**config.mk**
```make
export PLATFORM = sky130hd
export DESIGN_NAME = fetch_stage
export DESIGN_NICKNAME = d
export VERILOG_FILES = /design/src/rtl/rtoy_pkg.sv /design/src/rtl/fetch_stage_ifid_reg.sv /design/src/rtl/fetch_stage.sv
export SDC_FILE = /design/constraint.sdc
export NUM_CORES = 1
export LEC_CHECK = 0
export CORE_MARGIN = 2
export CORE_UTILIZATION = 42
export DETAILED_ROUTE_END_ITERATION = 8
export PLACE_DENSITY = 0.74
export SYNTH_ARGS = -nofsm -noshare
export SYNTH_HDL_FRONTEND = slang
export SYNTH_SLANG_ARGS = --single-unit
```
**constraint.sdc**
```tcl
create_clock -name CLK -period 3 [get_ports CLK]
set_input_delay 0.3 -clock CLK [delete_from_list [all_inputs] [get_ports CLK]]
set_output_delay 0.3 -clock CLK [all_outputs]
set_load 0.02 [all_outputs]
```
**src/rtl/rtoy_pkg.sv**
```systemverilog
// Shared RISC_toy definitions: opcodes, bubble encoding and fetch FSM states.
// Imported by the fetch stage and its IF/ID register.
package rtoy_pkg;

  localparam int XLEN = 32;

  // 5-bit opcodes, as sliced by decode from INSTR_D[31:27]
  localparam logic [4:0] OP_ADD  = 5'd0;
  localparam logic [4:0] OP_SUB  = 5'd1;
  localparam logic [4:0] OP_AND  = 5'd2;
  localparam logic [4:0] OP_OR   = 5'd3;
  localparam logic [4:0] OP_XOR  = 5'd4;
  localparam logic [4:0] OP_SHL  = 5'd5;
  localparam logic [4:0] OP_SHR  = 5'd6;
  localparam logic [4:0] OP_ADDI = 5'd7;
  localparam logic [4:0] OP_LDI  = 5'd8;
  localparam logic [4:0] OP_J    = 5'd9;
  localparam logic [4:0] OP_JL   = 5'd10;
  localparam logic [4:0] OP_BR   = 5'd11;
  localparam logic [4:0] OP_BRL  = 5'd12;
  localparam logic [4:0] OP_STR  = 5'd13;
  localparam logic [4:0] OP_LDR  = 5'd14;

  localparam logic [XLEN-1:0] BUBBLE_INSTR = 32'h0000_0000;

  typedef enum logic {
    FETCH_BOOT = 1'b0,
    FETCH_RUN  = 1'b1
  } fetch_state_e;

  function automatic logic [XLEN-1:0] pcPlus4(input logic [XLEN-1:0] pc);
    return pc + 32'd4;
  endfunction

endpackage

```
**src/rtl/fetch_stage_ifid_reg.sv**
```systemverilog
// IF/ID pipeline register: loads a fetched instruction, holds on stall,
// or collapses to a bubble (zero instruction, VALID_D low).
module ifid_reg
  import rtoy_pkg::*;
(
  input  logic            CLK,
  input  logic            RSTn,
  input  logic            i_load,
  input  logic            i_bubble,
  input  logic [XLEN-1:0] i_instr,
  input  logic [XLEN-1:0] i_pcAdd4,
  output logic [XLEN-1:0] o_instr,
  output logic [XLEN-1:0] o_pcAdd4,
  output logic            o_valid
);

  logic [XLEN-1:0] r_instr;
  logic [XLEN-1:0] r_pcAdd4;
  logic            r_valid;

  // Bubble wins over load so a redirect always kills the slot.
  always_ff @(posedge CLK or negedge RSTn) begin
    if (!RSTn) begin
      r_instr  <= BUBBLE_INSTR;
      r_pcAdd4 <= '0;
      r_valid  <= 1'b0;
    end else if (i_bubble) begin
      r_instr  <= BUBBLE_INSTR;
      r_pcAdd4 <= '0;
      r_valid  <= 1'b0;
    end else if (i_load) begin
      r_instr  <= i_instr;
      r_pcAdd4 <= i_pcAdd4;
      r_valid  <= 1'b1;
    end
  end

  assign o_instr  = r_instr;
  assign o_pcAdd4 = r_pcAdd4;
  assign o_valid  = r_valid;

endmodule

```
**src/rtl/fetch_stage.sv**
```systemverilog
// RISC_toy IF stage: owns PC_F, issues instruction-memory requests and feeds IF/ID,
// honouring hazard stalls and EX-stage redirects.
module fetch_stage
  import rtoy_pkg::*;
#(
  parameter logic [31:0] RESET_PC = 32'h0000_0000,
  parameter int          CNT_W    = 32
) (
  input  logic             CLK,
  input  logic             RSTn,
  input  logic             STALL_F,
  input  logic             REDIR_E,
  input  logic [31:0]      TGT_E,
  output logic             IREQ,
  output logic [29:0]      IADDR,
  input  logic [31:0]      INSTR,
  output logic [31:0]      INSTR_D,
  output logic [31:0]      PCADD4_D,
  output logic             VALID_D,
  output logic [CNT_W-1:0] FETCH_CNT
);

  fetch_state_e    r_state;
  fetch_state_e    w_nextState;
  logic [XLEN-1:0] r_pc;
  logic [XLEN-1:0] w_pcNext;
  logic [XLEN-1:0] w_pcAdd4;
  logic [XLEN-1:0] w_tgtAligned;
  logic            w_load;
  logic            w_bubble;
  logic [CNT_W-1:0] r_cnt;

  assign w_pcAdd4     = pcPlus4(r_pc);
  assign w_tgtAligned = TGT_E & ~32'h0000_0003;

  always_ff @(posedge CLK or negedge RSTn) begin
    if (!RSTn) begin
      r_state <= FETCH_BOOT;
      r_pc    <= RESET_PC;
    end else begin
      r_state <= w_nextState;
      r_pc    <= w_pcNext;
    end
  end

  // BOOT is a single dead cycle; in RUN a redirect outranks a stall.
  always_comb begin
    w_nextState = r_state;
    w_pcNext    = r_pc;
    w_load      = 1'b0;
    w_bubble    = 1'b0;
    case (r_state)
      FETCH_BOOT: begin
        w_nextState = FETCH_RUN;
        w_bubble    = 1'b1;
      end
      FETCH_RUN: begin
        if (REDIR_E) begin
          w_pcNext = w_tgtAligned;
          w_bubble = 1'b1;
        end else if (!STALL_F) begin
          w_pcNext = w_pcAdd4;
          w_load   = 1'b1;
        end
      end
      default: begin
        w_nextState = FETCH_BOOT;
      end
    endcase
  end

  always_ff @(posedge CLK or negedge RSTn) begin
    if (!RSTn) begin
      r_cnt <= '0;
    end else if (w_load) begin
      r_cnt <= r_cnt + {{(CNT_W-1){1'b0}}, 1'b1};
    end
  end

  ifid_reg u_ifid (
    .CLK      (CLK),
    .RSTn     (RSTn),
    .i_load   (w_load),
    .i_bubble (w_bubble),
    .i_instr  (INSTR),
    .i_pcAdd4 (w_pcAdd4),
    .o_instr  (INSTR_D),
    .o_pcAdd4 (PCADD4_D),
    .o_valid  (VALID_D)
  );

  assign IREQ      = (r_state == FETCH_RUN);
  assign IADDR     = r_pc[31:2];
  assign FETCH_CNT = r_cnt;

endmodule
```
Word-level counts from Yosys, hierarchy flattened --
Index checks and enable logic that the tools add are counted.
Operators by class: add/sub/neg operators 2, $mul 0, divide/modulo/power cells 0, $lt $le $gt $ge 0, equality and inequality tests 1, shift operators 0, muxes and demuxes 13, bitwise operators 1, reduce and logical (&&, ||, !) cells 2
Operator list (count):
- 32-bit 2-to-1 mux | 6
- 32-bit by 1-bit adder with 32-bit output, second input constant | 1
- 32-bit by 3-bit adder with 32-bit output, second input constant | 1
- 1-bit 2-to-1 mux | 6
- 2-bit by 1-bit inequality test with 1-bit output, second input constant | 1
- 1-bit case mux with 2 select lines | 1
- 2-bit AND reduction | 1
- 2-bit nonzero test | 1
- 1-bit NOT | 1
Storage, ports and cells: bits in registers 130, latch bits 0, bits in writable memories 0, memory bits (read-only) 0, bits of input ports 68, output and inout bits 128, word-level logic and storage cells 25, memories 0

Longest topological paths before layout --
Gate-level depths: netlist of run 1.
word-level depth 5, mapped depth 8, mapped depth without buffers 5

Modules after synthesis --
A second synthesis of run 1 with hierarchy kept.
Second synthesis, totals: cells, all modules 639, area, all modules 6419.9 um2
By module, submodules not included:
- fetch_stage | instances 1, cells an instance 430, area an instance 3782.4 um2, seq. area each 1576.5 um2
- ifid_reg | instances 1, cells an instance 209, area an instance 2637.5 um2, seq. area each 1626.6 um2

Least setup slack after synthesis of run 1 --
Ideal clock, no wire load.
path kind register to register, start register r_pc[2], end register u_ifid.r_pcAdd4[22], in the netlist u_ifid.o_pcAdd4[22], setup time 126 ps, arrival 2132 ps, required time 2874 ps, path slack 742 ps, stages on the path, launching flop included 7, buffers on the path 1, period minus slack after synthesis 2258 ps, path through dfrtp_1 -> ha_1 -> nand3_1 -> or3_1 -> buf_2 -> o311a_1 -> a221o_1
On the way: longest elaborated chain between the ends 3
RTL lines:
- from (decl) | line fetch_stage.sv:25 | logic [XLEN-1:0] r_pc;
- from (signal assigned) | line fetch_stage.sv:42 | r_pc <= w_pcNext;
- 32-bit by 3-bit adder with 32-bit output | line rtoy_pkg.sv:32 | return pc + 32'd4;
- 32-bit 2-to-1 mux | line fetch_stage_ifid_reg.sv:31 | end else if (i_load) begin
- 32-bit 2-to-1 mux | line fetch_stage_ifid_reg.sv:27 | end else if (i_bubble) begin
- to (signal assigned) | line fetch_stage_ifid_reg.sv:33 | r_pcAdd4 <= i_pcAdd4;
- to (decl) | line fetch_stage_ifid_reg.sv:18 | logic [XLEN-1:0] r_pcAdd4;
Every way passes these cells. The select of a mux whose other input is x is not followed. A chain may end at the register's enable or synchronous reset.

Worst setup path after layout of run 1 --
start register r_pc[2], end register u_ifid.r_pcAdd4[30], in the netlist u_ifid.o_pcAdd4[30]
Same word-level chain as after synthesis.

==> out/metrics.yaml, run 1 <==
finish:
  layout.nets: 869
  layout-drive-gt1-share_pct: 6.90
  final_util_pct: 61.5
  antennaDiodeCount: 0
  area_growth_syn_to_layout_pct: 43.9
yosys:
  synth_adder_area_share_pct: 0.405
  yosys.area_share.simple_pct: 20.6
  ys_top_cells_by_area: "dfrtp_1 (51%), a22o_1 (4.7%), xor2_1 (3.5%)"
  synth_most_common_cell: "dfrtp_1"
  syn_area_sq_mm: 0.00619
  syn_inst: 623
  synthMuxAreaShare_pct: 0.162
  yosysWarningCount: 0
  synth_seq_area_share_pct: 51.0
  synthXorXnorAreaFrac_pct: 6.23
  synth_compound_area_share_pct: 17.3
  yosysTopAreaCell: "dfrtp_1"
  synthFlopType: "dfrtp_1"
  synth_top_family_by_area: "simple AND/OR/NAND/NOR gates"
  synth-edff-count: 0
  avgSynthCellArea_sq_um: 9.93
  async_flop_share_pct: 100
  synth.top_cell.area_share_pct: 51.0
  synthTopCellsByCount: "dfrtp_1 (126), nand2_1 (57), clkbuf_1 (42)"
  synth.ff_latch_count: 126
  ys_types: 59
timing:
  slew_headroom_pct: 35.9
  tns_ns: 0
  setup_violations: 0
  tightest_slew_ns: 0.954
  finalHoldViolCount: 0
  slew_viol_final: 0
  min_period_over_period_pct: 80.3
  layout_min_cycle_time_ns: 2.41
  skew_ns: 0.00603
  fmax_mhz: 415
  rsz0062_at_grt: "no"
clock_network:
  clkSlewWorstSetupHoldPaths_ns: 0.06
  cts_tree: "built"
  cts_buffer_depth: 2
  numCtsBuffers: 17
  cts_root_buf: "clkbuf_16"
  htree_levels: 4
  cts_setup_buffers: 0
  cts.sinks: 126
  clock_latency_ns: 0.41
power:
  p_seq_share_pct: 39.5
  switchingPower_mw: 1.43
  powerDensity_mw_per_mm2: 576
  combPwrFrac_pct: 18.5
  switching_share_pct: 28.0
  intPower_mw: 3.69
  p_leak_nw: 3.72
  clockPowerShare_pct: 42.1
  ir_drop_mv: 0.442
die:
  row_count: 44
  start_util_pct: 42.7
  die_w_um: 125
  dieArea_sq_mm: 0.0157
  ioPinCount: 196
  core_sq_mm: 0.0145
  fp.dieH_um: 125
global_route:
  grt_pass1_wl_mm: 31.0
  grt_use_met2_pct: 38.4
  antenna_found_initial: 0
  grt_max_degree: 92
  grt_pass1_vias: 5821
  grt_use_met1_pct: 32.9
  grtUsageTotal_pct: 24.4
  grt_overflow: 0
  top_usage_layer: "met2"
  gr-usage-met3_pct: 6.76
status:
  status: "complete, no violations"
hold_path:
  hp-class: "in2async"
route:
  drtPass1Iterations: 5
  vias_per_cell: 5.88
  wl_per_cell_um: 19.0
  route.detailed.drc: 0
  ant_nets: 0
  drt_iter0_markers: 484
  vias: 5857
  drt-total-wl_mm: 18.9
worst_setup_path:
  cp-start-kind: "flip-flop"
  crit_arrival_ns: 2.74
  required_ns: 3.33
  crit_path_end_kind: "flip-flop"
  cp_max_fo: 11
  criticalPathCategory: "reg2reg"
flow_run:
  max-cap-violations: 0
place:
  io_buffer_count: 191
  place.gp.congestion: 0.861
  dp_hpwl_mm: 12.9
==> worst paths after layout <==
kind | startpoint | endpoint | slack, ns | cells after the start
setup / recovery | r_pc[2]$_DFFE_PN0P_ | u_ifid.o_pcAdd4[30]$_DFFE_PN0P_ | 0.59 | 5
hold / removal | RSTn | FETCH_CNT[14]$_DFFE_PN0P_ | 0.40 | 2
setup reg to reg | r_pc[2]$_DFFE_PN0P_ | u_ifid.o_pcAdd4[30]$_DFFE_PN0P_ | 0.59 | 5
hold reg to reg | FETCH_CNT[31]$_DFFE_PN0P_ | FETCH_CNT[31]$_DFFE_PN0P_ | 0.46 | 1
max in group asynchronous | RSTn | r_pc[20]$_DFFE_PN0P_ | 1.74 | 3
min in group CLK | TGT_E[24] | r_pc[24]$_DFFE_PN0P_ | 0.46 | 3
==> critical path, stage by stage (launching register included) <==
cell      delay [ns]
dfrtp_1         0.48
ha_1            0.30
nand3_1         0.12
or3_1           0.56
or4b_2          0.75
o211ai_1        0.11
==> state kept, by name, indices dropped and copies added (netlist names) <==
register	count
u_ifid.o_valid	1
r_pc	30
u_ifid.o_pcAdd4	30
IREQ	1
FETCH_CNT	32
u_ifid.o_instr	32
==> power by group through the flow <==
stage	Clock, mW	Sequential, mW	Combinational, mW
global route	2.26	2.05	1.02
floorplan	0	2.14	0.333
global placement	0	2.03	0.930
finish	2.16	2.02	0.945
detailed placement	0	2.04	0.944
CTS	2.18	2.02	0.950
==> area by class of cell <==
type                    instances  area (sq um)
inverters                      10          37.5
well taps                     184           230
multi-input cells             434          2780
flip-flops and latches        126          3150
clock inverters                11           165
repair buffers                210          2080
fillers                      1196          5580
clock buffers                  21           450
==> logic make-up after synthesis <==
group / Yosys count
buf+inv: 64
simple gates: 240
compound gates: 144
other cells: 2
fa+ha+maj: 2
flops: 126
mux: 1
xor+xnor: 44
==> layout by cell type, fill, tap and decap left out, types with 12 or more instances in the layout <==
master | netlist | layout
dfrtp_1 | 126 | 126
nand2_1 | 57 | 57
nor4_1 | 17 | 17
o21ai_0 | 27 | 26
clkdlybuf4s50_1 | 0 | 190
xor2_1 | 25 | 25
nor2_1 | 34 | 34
a21oi_1 | 12 | 12
clkbuf_16 | 0 | 17
nand3_1 | 36 | 36
xnor2_1 | 19 | 19
and3_1 | 13 | 13
buf_4 | 2 | 17
nand4_1 | 19 | 19
a22o_1 | 33 | 33
nor3_1 | 22 | 22
==> repair_timing <==
action	CTS	global route
gates resized for setup	0	0
hold endpoints to repair	35	0
hold buffers	1	0
==> per-stage QoR <==
step                      instance area [sq um]  hold WS [ns]  std cells  power (mW)  worst slack, ns
after floorplan                            6190       0.00441        624        2.47            0.742
after global placement                     8270         0.287        963        2.96            0.577
after detailed placement                   8270         0.296        963        2.99            0.551
after CTS                                  8900         0.398        996        5.15            0.575
after global routing                       8900         0.430        996        5.32            0.422
final                                      8900         0.396        996        5.12            0.592
==> per-layer routing <==
metal | wire length, um | vias to the layer above
met5 | 0 | -
met4 | 232 | 0
met3 | 1510 | 33
met2 | 9010 | 265
met1 | 8170 | 2882
li1 | - | 2677
No activity file was read; power rests on OpenSTA's default activity.
==> inputs of run 2 (changes only) <==
Settings changed: PLACE_DENSITY 0.74 to 0.76.
Clock period 3 ns to 2.2 ns, I/O delays scaled along.
==> out/metrics.yaml, run 2 (synthesis gave the netlist of run 1 again) <==
route:
  drtPass1Iterations: 6
  drt-total-wl_mm: 19.4
  vias: 6003
  drt_iter0_markers: 499
  vias_per_cell: 5.82
  wl_per_cell_um: 18.8
  route.detailed.drc: 0
  ant_nets: 0
worst_setup_path:
  cp_top_family: "simple AND/OR/NAND/NOR gates"
  cp_cell_sequence: "and4_1, nand4_1, buf_4, or4b_1, nand3_1"
  worst-path-buf-inv: 1
  required_ns: 2.55
  critPathMaxStageDelay_ns: 0.56
  cp-start-kind: "flip-flop"
  crit_arrival_ns: 2.42
  crit_path_end_kind: "flip-flop"
  critPathSlowestCell: "or4b_1"
  cp_max_fo: 9
  criticalPathCategory: "reg2reg"
global_route:
  grtUsageTotal_pct: 24.9
  grt_pass1_wl_mm: 31.5
  grt_pass1_vias: 6120
  grt_max_degree: 71
  grt_overflow: 0
  antenna_found_initial: 0
clock_network:
  numCtsBuffers: 17
  clkSlewWorstSetupHoldPaths_ns: 0.05
  htree_levels: 4
  cts_tree: "built"
  cts.sinks: 126
  clock_latency_ns: 0.42
  cts_root_buf: "clkbuf_16"
  cts_buffer_depth: 2
power:
  switchingPower_mw: 1.98
  switching_share_pct: 27.2
  intPower_mw: 5.31
  p_leak_nw: 3.92
  p_seq_share_pct: 37.1
  powerDensity_mw_per_mm2: 790
  clockPowerShare_pct: 43.3
  combPwrFrac_pct: 19.6
  ir_drop_mv: 0.508
  power_mw: 7.29
timing:
  tightest_slew_ns: 0.746
  rsz0062_at_grt: "no"
  slew_headroom_pct: 50.3
  layout_min_cycle_time_ns: 2.07
  setup_violations: 0
  min_period_over_period_pct: 94.2
  fmax_mhz: 483
  finalHoldViolCount: 0
  skew_ns: 0.00653
  fin_ws_ns: 0.129
  slew_viol_final: 0
place:
  io_buffer_count: 191
  dp_hpwl_mm: 13.6
  post-place-ws_ns: -0.0399
  place_inst: 998
  place.gp.congestion: 0.886
die:
  dieArea_sq_mm: 0.0157
  fp.dieH_um: 125
  start_util_pct: 42.7
  core_sq_mm: 0.0145
  row_count: 44
  ioPinCount: 196
  die_w_um: 125
flow_run:
  max-cap-violations: 0
finish:
  layout-drive-gt1-share_pct: 11.2
  finalNonFillerCells: 1031
  area_growth_syn_to_layout_pct: 49.2
  antennaDiodeCount: 0
  layout.nets: 904
  mostFrequentLayoutCell: "clkdlybuf4s50_1"
  most-common-layout-cells: "clkdlybuf4s50_1 (190), dfrtp_1 (124), nand2_1 (57)"
status:
  status: "complete, no violations"
hold_path:
  hp-class: "in2async"
[run 2: what timing repair did]
item | in CTS | in global routing
hold buffers | 1 | 0
hold endpoints to repair | 73 | 0
gates resized for setup | 0 | 0
buffers inserted | 0 | 0
[run 2: through the flow]
stage	utilization [%]	setup TNS, ns	hold WS (ns)	cell area, sq um
floorplan	-	0	-0.0756	6190
global route	63.7	0	0.379	9230
detailed placement	59.1	-0.155	0.266	8550
finish	63.7	0	0.346	9230
global placement	59.1	0	0.263	8550
CTS	63.7	0	0.365	9230
[run 2: worst paths after layout]
check / from / slack, ns / end / cells past startpoint
setup / recovery: r_pc[14]$_DFFE_PN0P_ / 0.13 / u_ifid.o_pcAdd4[31]$_DFFE_PN0P_ / 5
hold / removal: RSTn / 0.35 / u_ifid.o_instr[11]$_DFFE_PN0P_ / 3
setup reg to reg: r_pc[14]$_DFFE_PN0P_ / 0.13 / u_ifid.o_pcAdd4[31]$_DFFE_PN0P_ / 5
hold reg to reg: FETCH_CNT[31]$_DFFE_PN0P_ / 0.48 / FETCH_CNT[31]$_DFFE_PN0P_ / 1
max in group asynchronous: RSTn / 1.13 / r_pc[2]$_DFFE_PN0P_ / 3
min in group CLK: TGT_E[29] / 0.39 / r_pc[29]$_DFFE_PN0P_ / 3
[run 2: cell type report]
class	instances	area [sq um]
Clock inverter	10	183
Sequential cell	126	3160
Timing Repair Buffer	245	2350
Inverter	10	37.5
Multi-Input combinational cell	434	2780
Tap cell	184	230
Clock buffer	22	484
Fill cell	1174	5250
[run 2: power by group through the flow]
stage	combinational (mW)	clock [mW]	sequential, mW
after floorplan	0.454	0	2.92
after detailed placement	1.42	0	2.74
after global placement	1.40	0	2.72
final	1.43	3.15	2.70
after global routing	1.54	3.30	2.73
after CTS	1.44	3.20	2.70
[run 2: worst reg2reg max path: stages, from the launching register on]
cell	delay (ns)
dfrtp_1	0.43
and4_1	0.36
nand4_1	0.29
buf_4	0.27
or4b_1	0.56
nand3_1	0.10
[run 2: layer usage]
layer	share of wire (%)	wire, um	GRT usage [%]
met4	1.2	229	9.08
met5	0	0	0
met3	8.7	1690	6.59
met1	42	8120	32.4
met2	48	9370	40.2
==> inputs of run 3 (changes only) <==
Settings changed: SYNTH_HIERARCHICAL set to 1.
==> out/metrics.yaml, run 3 <==
status:
  status: "complete, no violations"
clock_network:
  htree_levels: 4
  numCtsBuffers: 17
  cts_resized: 0
  ctsHoldBuffers: 1
  cts_tree: "built"
  cts.sinks: 128
  cts_setup_buffers: 0
  clkSlewWorstSetupHoldPaths_ns: 0.05
  cts_buffer_depth: 2
  clock_latency_ns: 0.41
  cts_root_buf: "clkbuf_16"
power:
  p_leak_nw: 3.95
  powerDensity_mw_per_mm2: 723
  ir_drop_mv: 0.531
finish:
  mostFrequentLayoutCell: "clkdlybuf4s50_1"
  antennaDiodeCount: 0
  layout-drive-gt1-share_pct: 9.76
  final_util_pct: 62.1
  area_growth_syn_to_layout_pct: 45.9
  most-common-layout-cells: "clkdlybuf4s50_1 (192), dfrtp_1 (128), nor2_1 (104)"
  layout.nets: 928
route:
  wl_per_cell_um: 16.5
  ant_nets: 0
  drt-total-wl_mm: 17.5
  top_layer: "met4"
  route.detailed.drc: 0
  drtPass1Iterations: 4
  route.met2.wl_mm: 8.09
  vias: 5584
  drt_iter0_markers: 328
  vias_per_cell: 5.27
  wl_met1_mm: 7.95
  met3_length_mm: 1.21
worst_setup_path:
  required_ns: 2.48
  cp_max_fo: 5
  criticalPathCategory: "reg2reg"
  crit_path_end_kind: "flip-flop"
  startpoint: "r_pc[3]$_DFFE_PN0P_"
  rrSetupSlack_ns: 0.20
  cp-start-kind: "flip-flop"
  endpoint: "u_ifid/o_pcAdd4[20]$_DFFE_PN0P_"
  crit_arrival_ns: 2.29
  ff2ff_path_depth: 8
  regToRegStartpoint: "r_pc[3]$_DFFE_PN0P_"
  reg2reg_to: "u_ifid/o_pcAdd4[20]$_DFFE_PN0P_"
die:
  core_sq_mm: 0.0151
  ioPinCount: 196
  die_w_um: 128
  fp.dieH_um: 128
  row_count: 45
  start_util_pct: 42.5
  dieArea_sq_mm: 0.0163
place:
  io_buffer_count: 193
  post-place-ws_ns: -0.0797
  place.gp.congestion: 0.860
  dp_hpwl_mm: 12.5
timing:
  layout_min_cycle_time_ns: 2.00
  skew_ns: 0.00702
  setup_violations: 0
  min_period_over_period_pct: 91.1
  finalHoldViolCount: 0
  fmax_mhz: 499
  slew_headroom_pct: 50.3
  rsz0062_at_grt: "no"
  tns_ns: 0
  tightest_slew_ns: 0.745
  slew_viol_final: 0
  fin_ws_ns: 0.196
yosys:
  synth.ff_latch_count: 128
  synth_most_common_cell: "dfrtp_1"
  syn_area_sq_mm: 0.00642
  synthTopCellsByCount: "dfrtp_1 (128), nor2_1 (104), mux2i_1 (69)"
  synthFlopType: "dfrtp_1"
  syn_inst: 639
  ys_top_cells_by_area: "dfrtp_1 (50%), mux2i_1 (11%), nor2_1 (6.1%)"
  synth-edff-count: 0
  yosysWarningCount: 6
  synth_seq_area_share_pct: 49.9
  avgSynthCellArea_sq_um: 10.0
  yosysTopAreaCell: "dfrtp_1"
  ys_types: 49
  async_flop_share_pct: 100
  synth.top_cell.area_share_pct: 49.9
global_route:
  grt_overflow: 0
  antenna_found_initial: 0
  grtUsageTotal_pct: 22.0
  grt_pass1_vias: 5347
  grt_pass1_wl_mm: 28.3
  grt_max_degree: 65
flow_run:
  max-cap-violations: 0
hold_path:
  hp-class: "in2async"
## run 3: cell types whose count changed after synthesis, moves of 18 or more
cell / delta
clkbuf_1: -20
nor2_1: +70
a22o_1: -33
xnor2_1: +21
nor3_1: -18
mux2i_1: +68
## run 3: cells by family after synthesis
family                     Yosys count  synth area share [%]
and+or+nand+nor                    257                  19.6
DFF                                128                  49.9
AOI/OAI and AO/OA                   74                  7.09
adders and majority gates            2                 0.390
buffers and inverters               48                  4.07
xor gates and xnor gates            59                  8.05
muxes                               69                  10.8
other                                2                 0.117
## run 3: area by class of cell
cell class | count | area, sq um
flip-flops and latches | 128 | 3200
well taps | 188 | 235
fillers | 1274 | 5720
clock inverters | 10 | 85.1
repair buffers | 237 | 2350
multi-input cells | 464 | 2970
clock buffers | 22 | 484
inverters | 10 | 40.0
## run 3: metrics by stage
step / cells / hold slack, ns / power (mW) / area, sq um
after global placement: 1026 / 0.255 / 4.09 / 8790
after global routing: 1059 / 0.424 / 7.05 / 9370
after detailed placement: 1026 / 0.258 / 4.11 / 8790
final: 1059 / 0.367 / 6.77 / 9370
after floorplan: 640 / -0.0756 / 3.41 / 6420
after CTS: 1059 / 0.389 / 6.82 / 9370
## run 3: critical path, stage by stage (launching register included)
cell     delay (ns)
dfrtp_1        0.44
ha_1           0.30
nand3_1        0.15
nor3_2         0.26
buf_4          0.18
nand4_1        0.19
xnor2_1        0.18
mux2i_1        0.13
nor2_1         0.05
## run 3: power breakdown
group	total, mW	internal [mW]	leakage [nW]	switching, mW
Sequential	2.71	2.50	1.70	0.209
Clock	2.69	1.66	0.274	1.03
Combinational	1.37	0.668	1.98	0.700
## run 3: routing by layer
metal | global-route usage, % | vias to the layer above
met5 | 0 | -
met4 | 7.11 | 0
met3 | 5.74 | 24
met2 | 34.8 | 204
met1 | 29.6 | 2694
li1 | - | 2662
## run 3: how the worst min path moves through the flow
stage / endpoint / slack [ns] / cells after the start
floorplan: FETCH_CNT[0]$_DFFE_PN0P_ / -0.08 / 0
global placement: FETCH_CNT[17]$_DFFE_PN0P_ / 0.26 / 1
detailed placement: FETCH_CNT[17]$_DFFE_PN0P_ / 0.26 / 1
CTS: FETCH_CNT[16]$_DFFE_PN0P_ / 0.39 / 2
global route: u_ifid/o_instr[3]$_DFFE_PN0P_ / 0.42 / 3
finish: FETCH_CNT[16]$_DFFE_PN0P_ / 0.37 / 2
